===== src/rtl/issue_scoreboard.sv =====
// Issue scoreboard between decode and execute: tracks destination registers of
// in-flight multi-cycle writers, stalls RAW/WAW hazards and caps outstanding writes.
module issue_scoreboard #(
  parameter int MAX_PENDING = 2,
  parameter bit TRACK_ALL   = 1'b0,
  localparam int CW         = $clog2(MAX_PENDING + 1)
) (
  input  logic          i_clk,
  input  logic          i_rst_n,
  input  logic          i_valid,
  output logic          o_ready,
  input  logic [4:0]    i_rs1_addr,
  input  logic [4:0]    i_rs2_addr,
  input  logic          i_uses_rs1,
  input  logic          i_uses_rs2,
  input  logic [4:0]    i_rd_addr,
  input  logic          i_is_load,
  input  logic          i_ex_ready,
  input  logic          i_flush,
  input  logic          i_wb_valid,
  input  logic [4:0]    i_wb_addr,
  output logic          o_issue,
  output logic          o_stall,
  output logic [31:0]   o_busy,
  output logic [CW-1:0] o_pending,
  output logic          o_wb_err
);

  localparam logic [CW-1:0] MAX_CNT = CW'(MAX_PENDING);

  logic [31:0]   busy, busy_nxt;
  logic [31:0]   wb_mask, eff_busy;
  logic [CW-1:0] pending, pending_nxt, pending_eff;
  logic          wb_err;
  logic          retire_now, tracked, raw, waw, full, hazard, set_now;

  // A writeback landing this cycle is forwarded by the write-through regfile,
  // so its register no longer counts as a hazard.
  assign wb_mask  = i_wb_valid ? (32'd1 << i_wb_addr) : 32'd0;
  assign eff_busy = busy & ~wb_mask;

  assign retire_now  = i_wb_valid & busy[i_wb_addr];
  assign tracked     = (i_rd_addr != 5'd0) & (i_is_load | TRACK_ALL);
  assign raw         = (i_uses_rs1 & (i_rs1_addr != 5'd0) & eff_busy[i_rs1_addr]) |
                       (i_uses_rs2 & (i_rs2_addr != 5'd0) & eff_busy[i_rs2_addr]);
  assign waw         = (i_rd_addr != 5'd0) & eff_busy[i_rd_addr];
  assign pending_eff = pending - CW'(retire_now);
  assign full        = tracked & (pending_eff == MAX_CNT);
  assign hazard      = raw | waw | full;

  assign o_ready = ~hazard & i_ex_ready & ~i_flush;
  assign o_issue = i_valid & o_ready;
  assign o_stall = i_valid & hazard;
  assign set_now = o_issue & tracked;

  // Set is applied after clear so a same-register retire+issue stays busy.
  always_comb begin
    busy_nxt = busy;
    if (retire_now) busy_nxt[i_wb_addr] = 1'b0;
    if (set_now)    busy_nxt[i_rd_addr] = 1'b1;
    busy_nxt[0] = 1'b0;
    pending_nxt = pending + CW'(set_now) - CW'(retire_now);
  end

  always_ff @(posedge i_clk or negedge i_rst_n) begin
    if (!i_rst_n) begin
      busy    <= 32'd0;
      pending <= '0;
      wb_err  <= 1'b0;
    end else begin
      busy    <= busy_nxt;
      pending <= pending_nxt;
      if (i_wb_valid && !retire_now) wb_err <= 1'b1;
    end
  end

  assign o_busy    = busy;
  assign o_pending = pending;
  assign o_wb_err  = wb_err;

endmodule


===== config.mk =====
export PLATFORM = sky130hd
export DESIGN_NAME = issue_scoreboard
export DESIGN_NICKNAME = d
export VERILOG_FILES = /design/src/rtl/issue_scoreboard.sv
export SDC_FILE = /design/constraint.sdc
export NUM_CORES = 1
export LEC_CHECK = 0
export ABC_AREA = 1
export BUFFER_PORTS_ARGS = -buffer_cell sky130_fd_sc_hd__clkbuf_2
export CAP_MARGIN = 5
export CORE_MARGIN = 2
export CORE_UTILIZATION = 54
export CTS_CLUSTER_SIZE = 30
export DETAILED_ROUTE_END_ITERATION = 12
export GPL_ROUTABILITY_DRIVEN = 1
export PLACE_DENSITY = 0.75
export SLEW_MARGIN = 25
export SYNTH_ARGS = -nofsm -noshare
export SYNTH_HDL_FRONTEND = slang
export SYNTH_SLANG_ARGS = --single-unit

===== constraint.sdc =====
create_clock -name i_clk -period 2.8 [get_ports i_clk]
set_clock_uncertainty 0.2 [all_clocks]
set_input_delay 0.56 -clock i_clk [delete_from_list [all_inputs] [get_ports i_clk]]
set_output_delay 0.56 -clock i_clk [all_outputs]
set_load 0.03 [all_outputs]

==> summary.md, run 1 <==
| Metric | Value |
|---|---|
| Placed Instance Area | roughly 0.0046 mm² |
| Gp weighted congestion | 1.10 |
| Largest net degree at the start of global routing | 35 |
| Inst Count DP | 815 |
| Fail Step | global routing |
| HPWL after detailed placement | 11.4 mm |
| Die Height | between 80 and 90 µm |
| Outcome | did not finish |
| Sequential area share after synthesis | roughly a quarter |
| Clock buffer depth | 2 |
| Synth Cell Area | 0.00335 mm² |
| Root buffer cell | clkbuf_8 |
| H-tree levels | 2 |
| Starting density of the core | between 50% and 60% |
| FF+latch count, synth | 34 |
| CTS Sinks | 34 |
| Worst_ep kind | register input |
| Die width | a little over 80 µm |
| I/O pin cnt | 67 |
| Cts bufs inserted | 5 |
| Mapped Cells | 596 |
| Syn Nets | roughly 630 |
| Syn. warnings | 0 |
| Halt Reason | [ERROR DPL-0038] Utilization greater than 100%, impossible to legalize |
| Post-synth cell types | 24 |
| Hold_buf cts | 0 |
| PortBufs | 65 |
| Rows | 28 |
| Worst endpoint, post-GRT repair | o_wb_err$_DFFE_PN0P_/D |
| Average size of a mapped cell | 5.62 µm² |
-- cells by family after synthesis --
group                    after synthesis  synth area share (%)
flip-flops                            34                  25.4
AO/OA/AOI/OAI                         18                  2.76
buffers and inverters                 80                  10.4
other                                  1                 0.112
adder cells (fa/ha/maj)                2                 0.747
XOR/XNOR                               2                 0.523
AND/OR/NAND/NOR                      459                  60.1
-- cell usage after synthesis --
cell	count	area, µm²
nand4_1	35	219
o21ai_0	12	60.1
nor2_4	4	45.0
inv_2	4	15.0
buf_4	3	22.5
xnor2_1	1	8.76
nand3_1	127	636
inv_1	53	199
nand3_2	1	10.0
buf_2	5	25.0
o21ai_1	3	15.0
a21oi_1	2	10.0
ha_1	2	25.0
nor3_1	2	10.0
dfrtp_1	34	851
xor2_1	1	8.76
o21bai_1	1	7.51
buf_6	4	45.0
nand2_1	228	856
conb_1	1	3.75
nor3b_1	1	7.51
nor2_1	61	229
buf_1	6	22.5
clkbuf_1	5	18.8
-- per-stage QoR --
step / setup WS, ns / util, % / TNS (ns)
after floorplan: -0.299 / - / -0.424
after global placement: -0.666 / 76.8 / -11.60
after detailed placement: -0.700 / 76.8 / -13.15
after CTS: -0.267 / 89.2 / -1.30
-- timing repair --
action | CTS
pin swaps | 33
gates resized for setup | 95
setup buffers | 38
setup endpoints to repair | 36
==> inputs of run 2 (changes only) <==
--- a/config.mk
+++ b/config.mk
@@ -9,11 +9,10 @@
 export BUFFER_PORTS_ARGS = -buffer_cell sky130_fd_sc_hd__clkbuf_2
 export CAP_MARGIN = 5
 export CORE_MARGIN = 2
-export CORE_UTILIZATION = 54
-export CTS_CLUSTER_SIZE = 30
+export CORE_UTILIZATION = 39
 export DETAILED_ROUTE_END_ITERATION = 12
 export GPL_ROUTABILITY_DRIVEN = 1
-export PLACE_DENSITY = 0.75
+export PLACE_DENSITY_LB_ADDON = 0.15
 export SLEW_MARGIN = 25
 export SYNTH_ARGS = -nofsm -noshare
 export SYNTH_HDL_FRONTEND = slang
==> run 2 against run 1 <==
  * The flow now finishes, with violations (negative setup slack)
  * Area after synthesis is the same
  * Synthesized cell count is the same
==> summary.md, run 2 <==
| Metric | Value |
|---|---|
| Fillcell total | 782 |
| Largest net degree at the start of global routing | 35 |
| Skew-Pair Late Insertion Delay | between 0.2 and 0.3 ns |
| Ant diodes | 0 |
| PortBufs | 65 (unchanged) |
| HPWL after detailed placement | 12.7 mm (+11%) |
| Synth Cell Area | 0.00335 mm² (unchanged) |
| # setup viols final | 5 |
| Cell Int Power | between 0.001 and 0.0015 W |
| Flip-flop count of the largest register after layout | 31 |
| H-tree levels | 2 (unchanged) |
| Nets | a little over 800 |
| Final antenna-violating net count | 0 |
| Starting density of the core | 40.6% (-16 points) |
| Measured slew at the worst slew-check pin | between 0.7 and 0.8 ns |
| Crit start category | input port |
| Vias per std cell | ~5.5 |
| Failing checks | negative setup slack |
| Total GRT Usage | 34.7% |
| Synth area leader | nand2_1 |
| Clock buffer depth | 2 (unchanged) |
| Core area | roughly 0.0083 mm² |
| Commonest non-fill, non-tap cell in the layout | nand2_1 |
| DRC violations left | 0 |
| Rows | 33 (+18%) |
| Minimum clock period | about 3.2 ns |
| Sequential power share | a little under a third |
| I/O pin cnt | 67 (unchanged) |
| Max_slew headroom | a little under half |
| Outcome | complete, but fails checks |
| Combinational power share | 45.1% |
| Ranking of synthesized cells by area | nand2_1 (26%), dfrtp_1 (25%), nand3_1 (19%), nor2_1 (6.8%), nand4_1 (6.5%) |
| Routed WL | between 15 and 20 mm |
| Average size of a mapped cell | 5.62 µm² (unchanged) |
| Area growth from synthesis to layout | 65.2% |
| CTS tree | built |
| Cts bufs inserted | 5 (unchanged) |
| Reg-to-Reg Start | o_busy[20] |
| Hold_buf cts | 0 (unchanged) |
| Worst Path Required | 2.04 ns |
| Worst hold slack | around 0.13 ns |
| Period utilization | 113% |
| Most frequent cells in the layout | nand2_1 (174), buf_4 (117), nand3_1 (114) |
| DRT iter0 DRCs | 420 |
| Ys async rst share | 100% (unchanged) |
| Ratio of cells with drive above 1 in the final layout | around two fifths |
| Synth Flop Type | dfrtp_1 |
| Worst setup margin | -0.362 ns |
| Clock power frac | 23.9% |
| P_sw | ~0.00073 W |
| WL per Instance | 18.4 µm |
| Post-synth EDFFs | 0 (unchanged) |
| FF+latch count, synth | 34 (unchanged) |
| R2R Path End | o_pending[1] |
| Syn Nets | 627 (unchanged) |
| Crit path kind | in2out |
| Post-synth cell types | 24 (unchanged) |
| Antenna violations before repair | 0 |
| Max Slew Vio Count | 0 |
| Mapped Cells | 596 (unchanged) |
| Reg2Reg Depth | 21 |
| Root buffer cell | clkbuf_8 |
| Hold Path Class | in2async |
| Achievable clock frequency | around 0.32 GHz |
| Post-synth top cells | nand2_1 (228), nand3_1 (127), nor2_1 (61), inv_1 (53), nand4_1 (35) |
| Gp weighted congestion | 1.04 (-5.3%) |
| PD cells | roughly 340 mW/mm² |
| Gr ovfl total | 0 |
| Syn. warnings | 0 (unchanged) |
| Setup TNS | -1.33 ns |
| Worst R2R Setup Slack | -0.19 ns |
| Die footprint | 0.00935 mm² |
| Worst EP arrival | between 2 and 2.5 ns |
| Maximum fanout along the worst path | 7 |
| Max-cap viol count | 0 |
| Sequential area share after synthesis | 25.4% (unchanged) |
| Peak VDD IR | just under 0.4 mV |
| Die Height | 96.7 µm (+17%) |
| Vias in the first global route | around 4800 |
| Final hold violation count | 0 |
| Switching part of the total | about two fifths |
| Inst Count DP | 868 (+6.5%) |
| Post-layout util | between 60% and 70% |
| Crit. End Element | primary output |
| First-pass GRT wire length | 25.4 mm |
| Via count | slightly below 5000 |
| CTS Sinks | 34 (unchanged) |
| Unrepaired setup endpoints after global routing | true |
| Non-Filler Instances | 889 |
| Clk slew on worst S/H paths | 0.07 ns |
| Count leader, synth | nand2_1 |
| Die width | 96.7 µm (+17%) |
| Drt pass-1 iters | 6 |
| Leakage | slightly below 3 nW |
| Share of the synthesized area in the top cell type | 25.6% (unchanged) |
## run 2: critical path, cell delays in order
cell and delay (ns):
clkbuf_16 0.15, buf_4 0.17, nand3_1 0.09, nand4_1 0.09
nand2_1 0.11, nand2_1 0.07, nor2_1 0.12, nand2_2 0.11
nand2_2 0.13, nand2_2 0.06, nand3_2 0.06, nand2_1 0.06
inv_2 0.06, nand3_4 0.07, nor3b_4 0.26, clkbuf_8 0.20
## run 2: power groups by stage
stage | clock (W) | sequential [W] | combinational (W)
floorplan | 0 | 0.000653 | 0.000307
global placement | 0 | 0.000581 | 0.000726
detailed placement | 0 | 0.000582 | 0.000727
CTS | 0.000445 | 0.000572 | 0.000806
global route | 0.000464 | 0.000579 | 0.000893
finish | 0.000444 | 0.000578 | 0.000838
## run 2: per-layer routing
metal | track usage [%] | part of all wire, % | vias up | routed length [µm]
li1 | - | - | 2315 | -
met1 | 47.7 | 42 | 2270 | 6860
met2 | 56.1 | 46 | 290 | 7450
met3 | 2.10 | 8.4 | 57 | 1370
met4 | 15.6 | 4.2 | 0 | 683
met5 | 0 | 0 | - | 0
## run 2: worst max-delay path by stage
stage / startpoint / to / slack (ns) / depth (start not counted)
finish: i_wb_addr[1] / o_issue / -0.36 / 16
global route: i_wb_addr[0] / o_issue / -0.45 / 18
CTS: i_wb_addr[1] / o_issue / -0.25 / 16
detailed placement: i_wb_addr[0] / o_pending[1] / -0.81 / 21
global placement: i_wb_addr[0] / o_pending[1] / -0.78 / 24
floorplan: i_wb_addr[0] / o_pending[1] / -0.30 / 23
## run 2: repair_timing
action,4_1_cts,5_1_grt
pin swaps,36,23
buffers inserted,15,1
resized for setup,105,29
hold endpoints to repair,0,0
setup endpoints to repair,36,36
## run 2: kinds of logic after synthesis
| kind of cell | count (synthesis) | share of synthesized area, % |
|---|---|---|
| flops | 34 | 25.4 |
| fa+ha+maj | 2 | 0.747 |
| xor+xnor | 2 | 0.523 |
| simple gates | 459 | 60.1 |
| compound gates | 18 | 2.76 |
| other cells | 1 | 0.112 |
| buf+inv | 80 | 10.4 |
## run 2: metrics by stage
step	setup WS (ns)	total power, W	cell area, µm²
finish	-0.362	0.00186	5530
CTS	-0.250	0.00182	5450
global placement	-0.784	0.00131	4840
detailed placement	-0.814	0.00131	4840
floorplan	-0.299	0.000960	3530
global route	-0.451	0.00194	5530
## run 2: layout make-up
type	instances	area [µm²]	area share [%]
well taps	105	131	2.37
repair buffers	203	1640	29.6
clock inverters	1	30.0	0.543
flip-flops and latches	34	851	15.4
clock buffers	7	76.3	1.38
multi-input cells	482	2550	46.0
inverters	57	262	4.73
No activity file was read; power rests on OpenSTA's default activity.
==> inputs of run 3 (changes only) <==
--- a/config.mk
+++ b/config.mk
@@ -5,7 +5,6 @@
 export SDC_FILE = /design/constraint.sdc
 export NUM_CORES = 1
 export LEC_CHECK = 0
-export ABC_AREA = 1
 export BUFFER_PORTS_ARGS = -buffer_cell sky130_fd_sc_hd__clkbuf_2
 export CAP_MARGIN = 5
 export CORE_MARGIN = 2
==> run 3 against run 2 <==
  * The run still ends with negative setup slack left
  * Synthesized cell count shrank 34%
  * Setup slack worse by 0.53 ns
  * Design area is 12% higher
  * Sequential share of layout area decreased by 1.6 points
  * Global-route usage decreased by 0.88 points
  * Die area increased by 7.1%
  * Core utilization grew 1.1 points
  * Sequential cell count unchanged
  * Power rose by 24%
  * Non-clock buffer count rose by 56
  * First-iteration DRC count fell by 27%
  * Largest power group unchanged
  * Wire length increased by 5.6%
==> summary.md, run 3 <==
| Metric | Value |
|---|---|
| Outcome | complete, but fails checks |
| Failing checks | negative setup slack |
| Gp weighted congestion | 0.981 (-5.8%) |
| Non-Filler Instances | 732 (-18%) |
| Peak VDD IR | 0.431 mV (+11%) |
| Core area | 0.00911 mm² (+10%) |
| DRT iter0 DRCs | 306 (-27%) |
| Crit-path cells | clkbuf_16 -> or4b_4 -> o21ai_4 -> o32ai_2 -> a2111o_1 -> a32oi_2 -> o311ai_4 -> buf_6 -> nor3b_4 -> clkbuf_8 |
| Reg area | 853 µm² (+0.29%) |
| Area of the multi-input gates | 0.00300 mm² (+18%) |
| Area growth from synthesis to layout | 72.5% |
| Achievable clock frequency | 0.271 GHz (-14%) |
| PortBufs | 65 (unchanged) |
| Worst Path Required | 2.04 ns (about the same) |
| CTS tree | built |
| Maximum fanout along the worst path | 7 (unchanged) |
| Final total power | 0.00231 W (+24%) |
| Count leader, synth | dfrtp_1 |
| Commonest non-fill, non-tap cell in the layout | buf_4 |
| Final antenna-violating net count | 0 (unchanged) |
| Period utilization | 132% (+19 points) |
| Die Height | 100 µm (+3.5%) |
| Max_slew headroom | 35.6% (-11 points) |
| Ys async rst share | 100% (unchanged) |
| Leakage | 2.95 nW (+1.1%) |
| Synth Flop Type | dfrtp_1 |
| # setup viols final | 36 (+31) |
| Worst R2R Setup Slack | -0.75 ns (-0.56 ns) |
| CP max stage cell | or4b_4 |
| WP buf/inv | 3 (-1) |
| Hold_buf cts | 0 (unchanged) |
| First-pass GRT wire length | 25.7 mm (+1.1%) |
| Post-synth cell types | 72 (+200%) |
| Antenna violations before repair | 0 (unchanged) |
| GR peak layer | met2 |
| Crit start category | input port |
| Skew-Pair Late Insertion Delay | 0.29 ns (about the same) |
| Fillcell total | 739 (-5.5%) |
| GRT met1 Usage | 45.6% (-2.1 points) |
| Rows | 35 (+6.1%) |
| H-tree levels | 2 (unchanged) |
| Die footprint | 0.0100 mm² (+7.1%) |
| Vias in the first global route | 4591 (-3.8%) |
| Most frequent cells in the layout | buf_4 (178), clkbuf_2 (56), dfrtp_1 (32) |
| Max Slew Vio Count | 0 (unchanged) |
| Drt pass-1 iters | 6 (unchanged) |
| Largest net degree at the start of global routing | 35 (unchanged) |
| Placed Instance Area | 0.00524 mm² (+8.3%) |
| Ant diodes | 0 (unchanged) |
| WL per Instance | 23.6 µm (+28%) |
| Clock buffer depth | 2 (unchanged) |
| I/O pin cnt | 67 (unchanged) |
| Final Cell Area | 0.00621 mm² (+12%) |
| Measured slew at the worst slew-check pin | 0.966 ns (+0.170 ns) |
| Inst Count DP | 702 (-19%) |
| Met3 Resource Use GR | 4.53% (+2.4 points) |
| Crit path kind | in2out |
| Hold Path Class | in2async |
| Syn Nets | 423 (-33%) |
| Post-synth top cells | dfrtp_1 (34), o21ai_0 (31), mux2i_1 (30), clkbuf_1 (22), o41ai_2 (16) |
| Post-synth EDFFs | 0 (unchanged) |
| Gr ovfl total | 0 (unchanged) |
| PD cells | 372 mW/mm² (+11%) |
| CTS Sinks | 34 (unchanged) |
| Clk slew on worst S/H paths | 0.08 ns (about the same) |
| Crit-path leading delay family | compound AO/OA/AOI/OAI gates |
| Sequential area share after synthesis | 23.6% (-1.8 points) |
| Mapped Cells | 392 (-34%) |
| Synth area leader | dfrtp_1 |
| Final hold violation count | 0 (unchanged) |
| Total GRT Usage | 33.8% (-0.88 points) |
| HPWL after detailed placement | 12.6 mm (-0.84%) |
| Met2 GRT Util | 54.8% (-1.3 points) |
| Flip-flop count of the largest register after layout | 31 (unchanged) |
| Routed WL | 17.3 mm (+5.6%) |
| Worst hold slack | 0.204 ns (+0.0701 ns) |
| Worst EP arrival | 2.94 ns (+0.54 ns) |
| Nets | 651 (-20%) |
| FF+latch count, synth | 34 (unchanged) |
| Worst setup margin | -0.896 ns (-0.535 ns) |
| Slowest cell delay on critical path | 0.56 ns (+0.30 ns) |
| Crit. End Element | primary output |
| DRC violations left | 0 (unchanged) |
| Syn. warnings | 0 (unchanged) |
| Post-layout util | 68.1% (+1.1 points) |
| Die width | 100 µm (+3.5%) |
| Unrepaired setup endpoints after global routing | true |
| Via count | 4611 (-6.5%) |
| Ratio of cells with drive above 1 in the final layout | 56.7% (+16 points) |
| Cts bufs inserted | 5 (unchanged) |
| Max-cap viol count | 0 (unchanged) |
| Share of the synthesized area in the top cell type | 23.6% (-1.9 points) |
| Root buffer cell | clkbuf_8 |
| Vias per std cell | 6.30 (+14%) |
| Minimum clock period | 3.70 ns (+0.535 ns) |
| Ranking of synthesized cells by area | dfrtp_1 (24%), mux2i_1 (8.3%), o41ai_2 (7.2%), mux4_2 (4.4%), o21ai_0 (4.3%) |
| Starting density of the core | 39.5% (-1.1 points) |
| Synth Cell Area | 0.00360 mm² (+7.4%) |
| Average size of a mapped cell | 9.18 µm² (+63%) |
run 3: worst paths after layout:
path                              startpoint            to  cells after the start
worst min register to register      o_wb_err      o_wb_err                      1
worst max register to register    o_busy[13]  o_pending[1]                     13
worst max-delay path            i_wb_addr[4]       o_issue                     10
max in group asynchronous            i_rst_n     o_busy[7]                      1
min in group i_clk                  o_wb_err      o_wb_err                      1
worst min-delay path                 i_rst_n     o_busy[6]                      1
run 3: layout make-up:
| cell class | instances | share of cell area (%) |
|---|---|---|
| repair buffers | 259 | 32.4 |
| clock buffers | 6 | 1.33 |
| inverters | 16 | 0.968 |
| clock inverters | 2 | 0.968 |
| well taps | 111 | 2.24 |
| flip-flops and latches | 34 | 13.7 |
| multi-input cells | 304 | 48.3 |
run 3: cells by family after synthesis:
logic type / share of synthesized area (%)
AO/OA/AOI/OAI: 32.9
XOR/XNOR: 2.43
adder cells (fa/ha/maj): 0.695
buffers and inverters: 6.88
flip-flops: 23.6
multiplexers: 15.5
other: 0.104
AND/OR/NAND/NOR: 17.8
run 3: repair_timing:
| action | CTS | global route |
|---|---|---|
| resized for setup | 92 | 28 |
| gates cloned | 2 | 0 |
| pin swaps | 12 | 14 |
| setup endpoints to repair | 36 | 36 |
| setup buffers | 14 | 8 |
| hold endpoints to repair | 0 | 0 |
run 3: per-layer routing:
| metal | vias to the layer above | share of wire, % |
|---|---|---|
| li1 | 2035 | - |
| met1 | 2264 | 40 |
| met2 | 261 | 48 |
| met3 | 51 | 8.3 |
| met4 | 0 | 3.6 |
| met5 | - | 0 |
run 3: stage by stage:
stage	TNS (ns)	worst slack, ns
final	-12.85	-0.896
after global routing	-14.91	-0.944
after CTS	-11.44	-0.872
after detailed placement	-29.56	-1.29
after global placement	-26.51	-1.10
after floorplan	-7.67	-0.836
run 3: power by group:
part           internal [W]  total [W]  switching, W
Combinational      0.000503    0.00115      0.000644
Sequential         0.000530   0.000579     0.0000493
Clock              0.000380   0.000581      0.000201
Total               0.00141    0.00231      0.000895
==> inputs of run 4 (changes only) <==
--- a/config.mk
+++ b/config.mk
@@ -7,7 +7,6 @@
 export LEC_CHECK = 0
 export BUFFER_PORTS_ARGS = -buffer_cell sky130_fd_sc_hd__clkbuf_2
 export CAP_MARGIN = 5
-export CORE_MARGIN = 2
 export CORE_UTILIZATION = 39
 export DETAILED_ROUTE_END_ITERATION = 12
 export GPL_ROUTABILITY_DRIVEN = 1
==> constraint.sdc (replaced) <==
create_clock -name i_clk -period 4.8 [get_ports i_clk]
set_clock_uncertainty 0.2 [all_clocks]
set_input_delay 0.96 -clock i_clk [delete_from_list [all_inputs] [get_ports i_clk]]
set_output_delay 0.96 -clock i_clk [all_outputs]
set_load 0.03 [all_outputs]
==> run 4 against run 3 <==
  * The flow finishes with violations (design-rule violations)
  * Design area shrank 30%
  * First-iteration DRC count grew 17%
  * Non-clock buffer count fell by 149
  * Wire length fell by 18%
  * Count of clock-buffer cells in the layout is 2 higher
  * Register-to-register slack gained 1.9 ns
  * Critical endpoint is now o_stall
  * Largest cell class unchanged
==> summary.md, run 4 (synthesis gave the netlist of run 3 again) <==
| Metric | Value |
|---|---|
| Outcome | complete, but fails checks |
| Failing checks | design-rule violations |
| DRT iter0 DRCs | 359 (+17%) |
| Clk slew on worst S/H paths | 0.07 ns (about the same) |
| Ratio of cells with drive above 1 in the final layout | 34.3% (-22 points) |
| # setup viols final | 0 (-100%) |
| Max_slew headroom | 41.7% (+6.1 points) |
| Worst setup margin | 0.164 ns (+1.06 ns) |
| Vias per std cell | 6.73 (+6.8%) |
| Die Height | 98.1 µm (-2.0%) |
| Minimum clock period | ~4.6 ns |
| Root buffer cell | clkbuf_8 |
| Via count | 3902 (-15%) |
| CP max stage cell | o311ai_0 |
| Gp weighted congestion | 0.946 (-3.5%) |
| Slowest cell delay on critical path | 0.51 ns (-0.05 ns) |
| Commonest non-fill, non-tap cell in the layout | clkbuf_2 |
| Maximum fanout along the worst path | 14 (+7) |
| Rows | 34 (-2.9%) |
| Worst EP arrival | 3.48 ns (+0.54 ns) |
| Leakage | 1.90 nW (-35%) |
| Final hold violation count | 0 (unchanged) |
| Core area | 0.00881 mm² (-3.3%) |
| Hold_buf cts | 0 (unchanged) |
| Setup TNS | 0 ns (+12.85 ns) |
| Skew-Pair Late Insertion Delay | 0.29 ns (about the same) |
| Most frequent cells in the layout | clkbuf_2 (65), buf_4 (45), dfrtp_1 (34) |
| Ant diodes | 0 (unchanged) |
| PortBufs | 65 (unchanged) |
| Worst R2R Setup Slack | 1.13 ns (+1.88 ns) |
| Worst Path Required | 3.64 ns (+1.60 ns) |
| Final antenna-violating net count | 0 (unchanged) |
| CP dominant cell by count | clkbuf_2 |
| Drt pass-1 iters | 9 (+3) |
| Starting density of the core | 40.9% (+1.4 points) |
| Max Slew Vio Count | 0 (unchanged) |
| Hold Path Class | reg2reg |
| Unrepaired setup endpoints after global routing | false |
| CTS tree | built |
| Largest net degree at the start of global routing | 35 (unchanged) |
| Flip-flop count of the largest register after layout | 31 (unchanged) |
| Place WS | 0.190 ns (+1.48 ns) |
| Crit-path cells | clkbuf_2 -> xor2_1 -> nor3_1 -> o311ai_0 -> o21ai_0 -> o311ai_4 -> o21a_1 -> clkbuf_2 |
| Die width | 98.1 µm (-2.0%) |
| CTS Sinks | 34 (unchanged) |
| WP buf/inv | 2 (-1) |
| Cts bufs inserted | 5 (unchanged) |
| Crit start category | input port |
| Area growth from synthesis to layout | 20.7% |
| WL per Instance | 24.6 µm (+4.1%) |
| Clock buffer depth | 2 (unchanged) |
| Worst hold slack | 0.290 ns (+0.0857 ns) |
| First-pass GRT wire length | 21.9 mm (-14%) |
| Period utilization | slightly below 100% |
| Measured slew at the worst slew-check pin | 0.874 ns (-0.0922 ns) |
| Antenna violations before repair | 0 (unchanged) |
| Peak VDD IR | 0.242 mV (-44%) |
| Total GRT Usage | 29.8% (-4.0 points) |
| Crit. End Element | primary output |
| Crit-path leading delay family | compound AO/OA/AOI/OAI gates |
| Routed WL | 14.3 mm (-18%) |
| Number of post-CTS setup repair buffers | 0 (-14) |
| Post-CTS sizing | 0 (-100%) |
| Vias in the first global route | 3777 (-18%) |
| H-tree levels | 2 (unchanged) |
| DRC violations left | 3 (+3) |
| Die footprint | 0.00961 mm² (-4.0%) |
| HPWL after detailed placement | 10.9 mm (-13%) |
| Gr ovfl total | 0 (unchanged) |
| I/O pin cnt | 67 (unchanged) |
| PD cells | 229 mW/mm² (-38%) |
| Nets | 502 (-23%) |
| Achievable clock frequency | 0.216 GHz |
| Max-cap viol count | 0 (unchanged) |
| Crit path kind | in2out |
## run 4: cell types whose count changed in the layout (fill, tap and decap cells not counted), moves of 4 or more
cell      before  now
buf_6          8    0
o41ai_2        7   16
clkbuf_8      14    8
o41ai_1        1    5
o31ai_1        6   14
o21ai_0       23   31
buf_4        178   45
o21ai_1        7    3
o41ai_4       13    0
buf_12         5    0
clkbuf_2      56   65
o31ai_4        5    0
## run 4: path summary, 6_finish.rpt
path | cells after the start | start | to
min in group asynchronous | 1 | i_rst_n | o_busy[6]
worst max register to register | 13 | o_busy[12] | o_pending[1]
max in group asynchronous | 1 | i_rst_n | o_busy[22]
worst max-delay path | 8 | i_rd_addr[0] | o_stall
worst min-delay path | 1 | o_wb_err | o_wb_err
worst min register to register | 1 | o_wb_err | o_wb_err
## run 4: power breakdown
group	switching, W	internal, W
combinational	0.000263	0.000136
sequential	0.0000364	0.000309
clock	0.000108	0.000145
total	0.000407	0.000590
## run 4: cell type report
type | count | area, µm²
Fill cell | 837 | 4460
Multi-Input combinational cell | 304 | 2520
Sequential cell | 34 | 851
Timing Repair Buffer | 110 | 663
Tap cell | 108 | 135
Clock buffer | 8 | 110
Inverter | 16 | 60.1
## run 4: metal layers
metal,vias to the layer above,wire length [µm],GRT usage [%]
met5,-,0,0
met1,1897,5930,40.6
li1,1734,-,-
met4,0,556,13.3
met2,230,6380,45.9
met3,41,1400,5.37
## run 4: through the flow
stage | area, µm² | total power (W) | utilization, % | instances
2_1_floorplan | 3610 | 0.000596 | - | 392
3_5_place_dp | 4230 | 0.000741 | 48.1 | 572
5_1_grt | 4340 | 0.00105 | 49.3 | 580
6_report | 4340 | 0.000996 | 49.3 | 580
3_3_place_gp | 4230 | 0.000738 | 48.1 | 572
4_1_cts | 4340 | 0.000996 | 49.3 | 580
